--- src/rtl/wb_sram_pkg.sv ---
// Shared types and sizing helpers for the Wishbone SRAM arbiter.
package wb_sram_pkg;

  typedef enum logic [1:0] {
    IDLE,
    CMD,
    WAIT,
    ACK
  } state_e;

  // Wide enough for RD_LATENCY up to 4 (counts RD_LATENCY-2 down to 0)
  localparam int CNT_W = 2;

  function automatic int gnt_w(input int n);
    return (n > 1) ? $clog2(n) : 1;
  endfunction

endpackage

--- src/rtl/wb_arb_select.sv ---
// Combinational priority picker: first request after the rotate pointer wins.
module wb_arb_select
  import wb_sram_pkg::*;
#(
  parameter int NUM_PORTS = 3,
  parameter int GNT_W     = gnt_w(NUM_PORTS)
) (
  input  logic [NUM_PORTS-1:0] i_req,
  input  logic [GNT_W-1:0]     i_rot,
  output logic [GNT_W-1:0]     o_gnt,
  output logic                 o_vld
);

  // Scan from lowest to highest priority so the highest set one lands last
  always_comb begin
    o_gnt = '0;
    o_vld = 1'b0;
    for (int i = NUM_PORTS - 1; i >= 0; i--) begin
      if (i_req[(int'(i_rot) + 1 + i) % NUM_PORTS]) begin
        o_gnt = GNT_W'((int'(i_rot) + 1 + i) % NUM_PORTS);
        o_vld = 1'b1;
      end
    end
  end

endmodule

--- src/rtl/wb_sram_arbiter.sv ---
// Wishbone-classic arbiter/sequencer for a single-port byte-lane SRAM macro.
// Define WB_ARB_RR_EN for round-robin arbitration (fixed priority otherwise).
module wb_sram_arbiter
  import wb_sram_pkg::*;
#(
  parameter int NUM_PORTS  = 3,
  parameter int DATA_W     = 32,
  parameter int ADDR_W     = 5,
  parameter int RD_LATENCY = 1
) (
  input  logic                          clk,
  input  logic                          i_rst,
  input  logic [NUM_PORTS-1:0]          i_cyc,
  input  logic [NUM_PORTS-1:0]          i_we,
  input  logic [NUM_PORTS*ADDR_W-1:0]   i_adr,
  input  logic [NUM_PORTS*DATA_W-1:0]   i_dat,
  input  logic [NUM_PORTS*DATA_W/8-1:0] i_sel,
  output logic [NUM_PORTS-1:0]          o_ack,
  output logic [DATA_W-1:0]             o_rdt,
  output logic                          o_busy,
  output logic                          o_mem_en,
  output logic [ADDR_W-1:0]             o_mem_a,
  output logic [DATA_W/8-1:0]           o_mem_we,
  output logic [DATA_W-1:0]             o_mem_di,
  input  logic [DATA_W-1:0]             i_mem_do
);

  localparam int SW    = DATA_W / 8;
  localparam int GNT_W = gnt_w(NUM_PORTS);

  state_e               state_q, state_d;
  logic [CNT_W-1:0]     cnt_q, cnt_d;
  logic [GNT_W-1:0]     gnt_q, gnt_d;
  logic [NUM_PORTS-1:0] ack_q, ack_d;
  logic                 en_q, en_d;
  logic [SW-1:0]        we_q, we_d;
  logic [ADDR_W-1:0]    a_q, a_d;
  logic [DATA_W-1:0]    di_q, di_d;

  logic [GNT_W-1:0]     rot;
  logic [GNT_W-1:0]     sel_gnt;
  logic                 sel_vld;

  wb_arb_select #(
    .NUM_PORTS(NUM_PORTS),
    .GNT_W    (GNT_W)
  ) u_sel (
    .i_req(i_cyc),
    .i_rot(rot),
    .o_gnt(sel_gnt),
    .o_vld(sel_vld)
  );

`ifdef WB_ARB_RR_EN
  logic [GNT_W-1:0] ptr_q;

  always_ff @(posedge clk or posedge i_rst) begin
    if (i_rst) begin
      ptr_q <= GNT_W'(NUM_PORTS - 1);
    end else if (state_q == IDLE && sel_vld) begin
      ptr_q <= sel_gnt;
    end
  end

  assign rot = ptr_q;
`else
  assign rot = GNT_W'(NUM_PORTS - 1);
`endif

  always_comb begin
    state_d = state_q;
    cnt_d   = cnt_q;
    gnt_d   = gnt_q;
    ack_d   = '0;
    en_d    = 1'b0;
    we_d    = '0;
    a_d     = a_q;
    di_d    = di_q;
    unique case (state_q)
      IDLE: begin
        if (sel_vld) begin
          gnt_d   = sel_gnt;
          en_d    = 1'b1;
          we_d    = i_sel[int'(sel_gnt)*SW +: SW] & {SW{i_we[sel_gnt]}};
          a_d     = i_adr[int'(sel_gnt)*ADDR_W +: ADDR_W];
          di_d    = i_dat[int'(sel_gnt)*DATA_W +: DATA_W];
          state_d = CMD;
        end
      end
      CMD: begin
        if (RD_LATENCY == 1) begin
          ack_d[gnt_q] = 1'b1;
          state_d      = ACK;
        end else begin
          cnt_d   = CNT_W'(RD_LATENCY - 2);
          state_d = WAIT;
        end
      end
      WAIT: begin
        if (cnt_q == '0) begin
          ack_d[gnt_q] = 1'b1;
          state_d      = ACK;
        end else begin
          cnt_d = cnt_q - 1'b1;
        end
      end
      // Never samples requests: the acked master is still dropping cyc
      ACK: state_d = IDLE;
      default: state_d = IDLE;
    endcase
  end

  always_ff @(posedge clk or posedge i_rst) begin
    if (i_rst) begin
      state_q <= IDLE;
      cnt_q   <= '0;
      gnt_q   <= '0;
      ack_q   <= '0;
      en_q    <= 1'b0;
      we_q    <= '0;
      a_q     <= '0;
      di_q    <= '0;
    end else begin
      state_q <= state_d;
      cnt_q   <= cnt_d;
      gnt_q   <= gnt_d;
      ack_q   <= ack_d;
      en_q    <= en_d;
      we_q    <= we_d;
      a_q     <= a_d;
      di_q    <= di_d;
    end
  end

  assign o_ack    = ack_q;
  assign o_rdt    = (|ack_q) ? i_mem_do : '0;
  assign o_busy   = (state_q != IDLE);
  assign o_mem_en = en_q;
  assign o_mem_we = we_q;
  assign o_mem_a  = a_q;
  assign o_mem_di = di_q;

endmodule
--- config.mk ---
export PLATFORM = sky130hd
export DESIGN_NAME = wb_sram_arbiter
export DESIGN_NICKNAME = d
export VERILOG_FILES = /design/src/rtl/wb_sram_pkg.sv /design/src/rtl/wb_arb_select.sv /design/src/rtl/wb_sram_arbiter.sv
export SDC_FILE = /design/constraint.sdc
export NUM_CORES = 1
export LEC_CHECK = 0
export BUFFER_PORTS_ARGS = -buffer_cell sky130_fd_sc_hd__buf_2
export CAP_MARGIN = 20
export CORE_MARGIN = 5
export CORE_UTILIZATION = 35
export CTS_BUF_LIST = sky130_fd_sc_hd__clkbuf_4
export DETAILED_ROUTE_END_ITERATION = 10
export GPL_TIMING_DRIVEN = 0
export HOLD_SLACK_MARGIN = 0.1
export PLACE_DENSITY = 0.69
export SLEW_MARGIN = 20
export SYNTH_ARGS = -nofsm -noshare
export SYNTH_HDL_FRONTEND = slang
export SYNTH_SLANG_ARGS = --single-unit
--- constraint.sdc ---
create_clock -name clk -period 1.94 [get_ports clk]
set_input_delay 0 -clock clk [delete_from_list [all_inputs] [get_ports clk]]
set_output_delay 0 -clock clk [all_outputs]
set_load 0.01 [all_outputs]
==> implementation parameters <==
Parameter                              Value

Outcome
  Run status ... completed

Timing
  Clock Skew ... between 0.015 and 0.02 ns
  Final total negative setup slack ... 0 ns
  Min Tclk post-route ... ~1.8 ns
  Final worst path period share ... 0.952
  Fmax ... roughly 0.54 GHz
  Unrepaired setup endpoints after global routing ... false
  Worst-margin pin slew ... approximately 0.69 ns
  Crit path setup slack, layout ... 0.0930 ns
  Hold Vio Cnt, Final ... 0
  Fin Hold WS ... about 0.11 ns
  Headroom to the max-slew limit ... 0.541
  Final Max Slew Viols ... 0
  Final setup fails ... 0

Global routing
  Total global routing track utilization ... 0.240
  Total congestion overflow after global routing ... 0
  Largest net degree at the start of global routing ... 31
  Number of antenna violations at the first check in global routing ... 0
  Wire length of the first global-routing pass ... ~22000 µm
  Via count of the first global-routing pass ... between 4000 and 5000

Placed design
  Setup Slack @ Placement ... around 0.23 ns
  Total half-perimeter wirelength after legalization and detailed placement ... approximately 9600 µm
  Number of cells in the design after placement ... slightly above 700
  Final weighted congestion in routability-driven placement ... between 0.8 and 0.9
  Placed Instance Area ... approximately 4500 µm²
  Quantity of I/O buffers inserted on ports ... ~240

Drt
  Number of routed nets with antenna violations ... 0
  Drt first pass iters ... 4
  DR iter-0 viols ... about 160
  DR vias/cell ... about 5
  DRC violation count after routing ... 0
  Total via count after detailed routing ... ~4000
  Routed len/inst ... 16.6 µm
  Final WL ... around 13000 µm

Min path
  Worst hold path class ... in2reg
  Hold Path Cell Cnt ... 4
  WHS Endpoint ... o_mem_di[20]
  Startpoint of the worst hold path ... i_cyc[0]

Critical path
  Number of cells on the worst reg-to-reg path ... 5
  Startpoint-to-endpoint class of the critical path ... reg2reg
  Highest fanout seen on the critical path ... 6
  Minimum setup slack among reg-to-reg paths ... 0.09 ns
  RR Endpoint ... o_mem_we[3]
  Worst reg2reg startpoint ... state_q[0]
  Kind of start point of the critical path ... flip-flop
  Crit path DAT ... between 2 and 2.5 ns
  Critical Path Start ... state_q[0]
  Crit path max-delay cell type ... dlygate4sd3_1
  CP Cell Sequence ... inv_1 -> ha_1 -> o211ai_1 -> a21oi_1 -> dlygate4sd3_1
  Required time at the worst-slack endpoint ... approximately 2.3 ns
  Capturing element type of the critical path ... flip-flop
  Max stage delay on crit path ... approximately 0.57 ns

Yosys
  Number of nets in the synthesized netlist ... about 530
  Warnings, synthesis ... 0
  Async SR Flop Fraction ... 1.00
  Seq cells post-synth ... 51
  Number of instances in the synthesized netlist ... approximately 360
  Library cell with the largest summed area after synthesis ... dfrtp_1
  Synthesized area per cell ... 8.75 µm²
  Leading register cell type out of synthesis ... dfrtp_1
  Cell Area, Synth ... around 3100 µm²
  Leading post-synthesis cells by cell area ... dfrtp_1 41%, o22ai_1 7.4%, a2bb2oi_1 7.3%
  Seq/Total Area, Yosys ... 0.408
  Number of distinct library cells after synthesis ... 35
  Number of flops mapped to enable cells by yosys ... 0
  Yosys top cell area share ... 0.408

Floorplanning
  Floorplan row count ... 34
  Die Footprint ... approximately 11000 µm²
  Number of top-level pins ... 241
  Initial core utilization ... 0.359
  Horizontal die dimension ... between 100 and 150 µm
  Height of the die ... approximately 100 µm
  Area of the core region ... slightly below 9000 µm²

Finish
  Core utilization of the finished layout ... 0.630
  Non-filler instance count after layout ... approximately 800
  Antenna cell count ... 0
  Number of filler cells placed in the layout ... 723
  Number of nets in the finished design ... 865
  Layout cell share with drive strength beyond 1 ... 0.430
  Layout-stage area growth over the synthesis result ... 75.5%
  Final design instance area without fill ... around 5500 µm²

Clocking
  Clk pin slew, worst setup/hold paths ... ~0.15 ns
  Master cell of the clock root buffer ... clkbuf_4
  Clock tree from TritonCTS ... yes
  Maximum buffer depth of the clock tree ... 2
  TritonCTS Buffers ... 5
  Total clock sinks ... 51
  H-tree level count ... 2
  Post-CTS setup buffer count ... 0
  Clock latency on the worst-skew pair ... approximately 0.37 ns

Power
  Ratio of total power to cell area ... 986 nW/µm²
  Leak Pwr ... ~2.9 nW
  Peak VDD IR ... approximately 0.48 mV
  Post-layout total power ... 5.42 mW

Job
  Maximum capacitance violations ... 0
logic make-up after synthesis:
logic type,Yosys count,synth area share
adders and majority gates,5,0.0200
buffers and inverters,38,0.0719
AOI/OAI and AO/OA,124,0.270
xor gates and xnor gates,1,0.00280
muxes,5,0.0176
DFF,51,0.408
and+or+nand+nor,134,0.211
report_power, final:
part	switching, mW	internal [mW]	total, mW	leakage (nW)
clock	0.346	0.266	0.612	0.0426
combinational	1.65	1.37	3.02	2.22
sequential	0.258	1.53	1.78	0.635
registers in the layout, indices dropped and copies added, names as in the netlist:
register  count
o_mem_di     32
o_mem_a       5
o_mem_we      4
o_ack         3
cnt_q         2
gnt_q         2
state_q       2
o_mem_en      1
layout by cell type, fill, tap and decap left out, drive strengths merged, types with 2 or more instances in the layout:
cell and instances:
dlygate4sd3 92, o21ai 52, nor2 29, and2b 9, clkbuf 12, nor3b 2, nand3 5, nor2b 23
a21oi 5, ha 5, o22ai 37, nand2 47, buf 262, clkinv 2, a2bb2oi 26, nand2b 4
dfrtp 51, nor3 3, mux2 4, and2 12, inv 9
Yosys cell counts (2+ instances only):
cell and count:
nor3b_1 2, o21ai_1 22, a21oi_1 5, nand2b_1 4
buf_6 4, buf_4 7, dfrtp_1 51, nor2_1 28
o22ai_1 37, inv_1 7, o21ai_0 12, nand2_1 47
and2_1 12, mux2_2 4, a2bb2oi_1 26, nand3_1 5
buf_2 9, and2b_1 9, o21ai_2 18, nor2b_1 23
ha_1 5, clkbuf_1 6, nor3_1 3
final cells by class:
cell class	count	area, µm²	area share
clock buffer	5	37.5	0.00683
multi-input combinational	269	1640	0.298
buffer	29	193	0.0351
timing repair buffer	332	2140	0.390
clock inverter	3	38.8	0.00706
sequential	51	1280	0.232
inverter	9	36.3	0.00660
tap	108	135	0.0246
how the worst max path moves through the flow:
stage          slack, ns      endpoint  cells after the start
2_1_floorplan       0.61    state_q[0]                      5
3_3_place_gp        0.04  o_mem_di[18]                      2
3_5_place_dp        0.23     o_rdt[22]                      4
4_1_cts            0.001     o_rdt[22]                      4
5_1_grt             0.02   o_mem_we[2]                      5
6_report            0.09   o_mem_we[3]                      5
per-layer routing:
| metal | wire length (µm) | GRT usage |
|---|---|---|
| met1 | 4780 | 0.257 |
| met2 | 6880 | 0.440 |
| met3 | 1330 | 0.0746 |
| met4 | 427 | 0.0895 |
| met5 | 0 | 0 |
what timing repair did:
action / 4_1_cts / 5_1_grt
hold endpoints to repair: 70 / 0
hold buffers: 92 / 0
endpoints found under the setup margin: 30 / 9
resized for setup: 1 / 6
critical path, delay by kind of cell, from the launching register on:
family,cells,cell delay (ns)
DFF,1,0.43
AOI/OAI and AO/OA,2,0.39
adders and majority gates,1,0.28
buffers and inverters,2,0.68
Note: power is estimated with default switching activity, not from simulation.
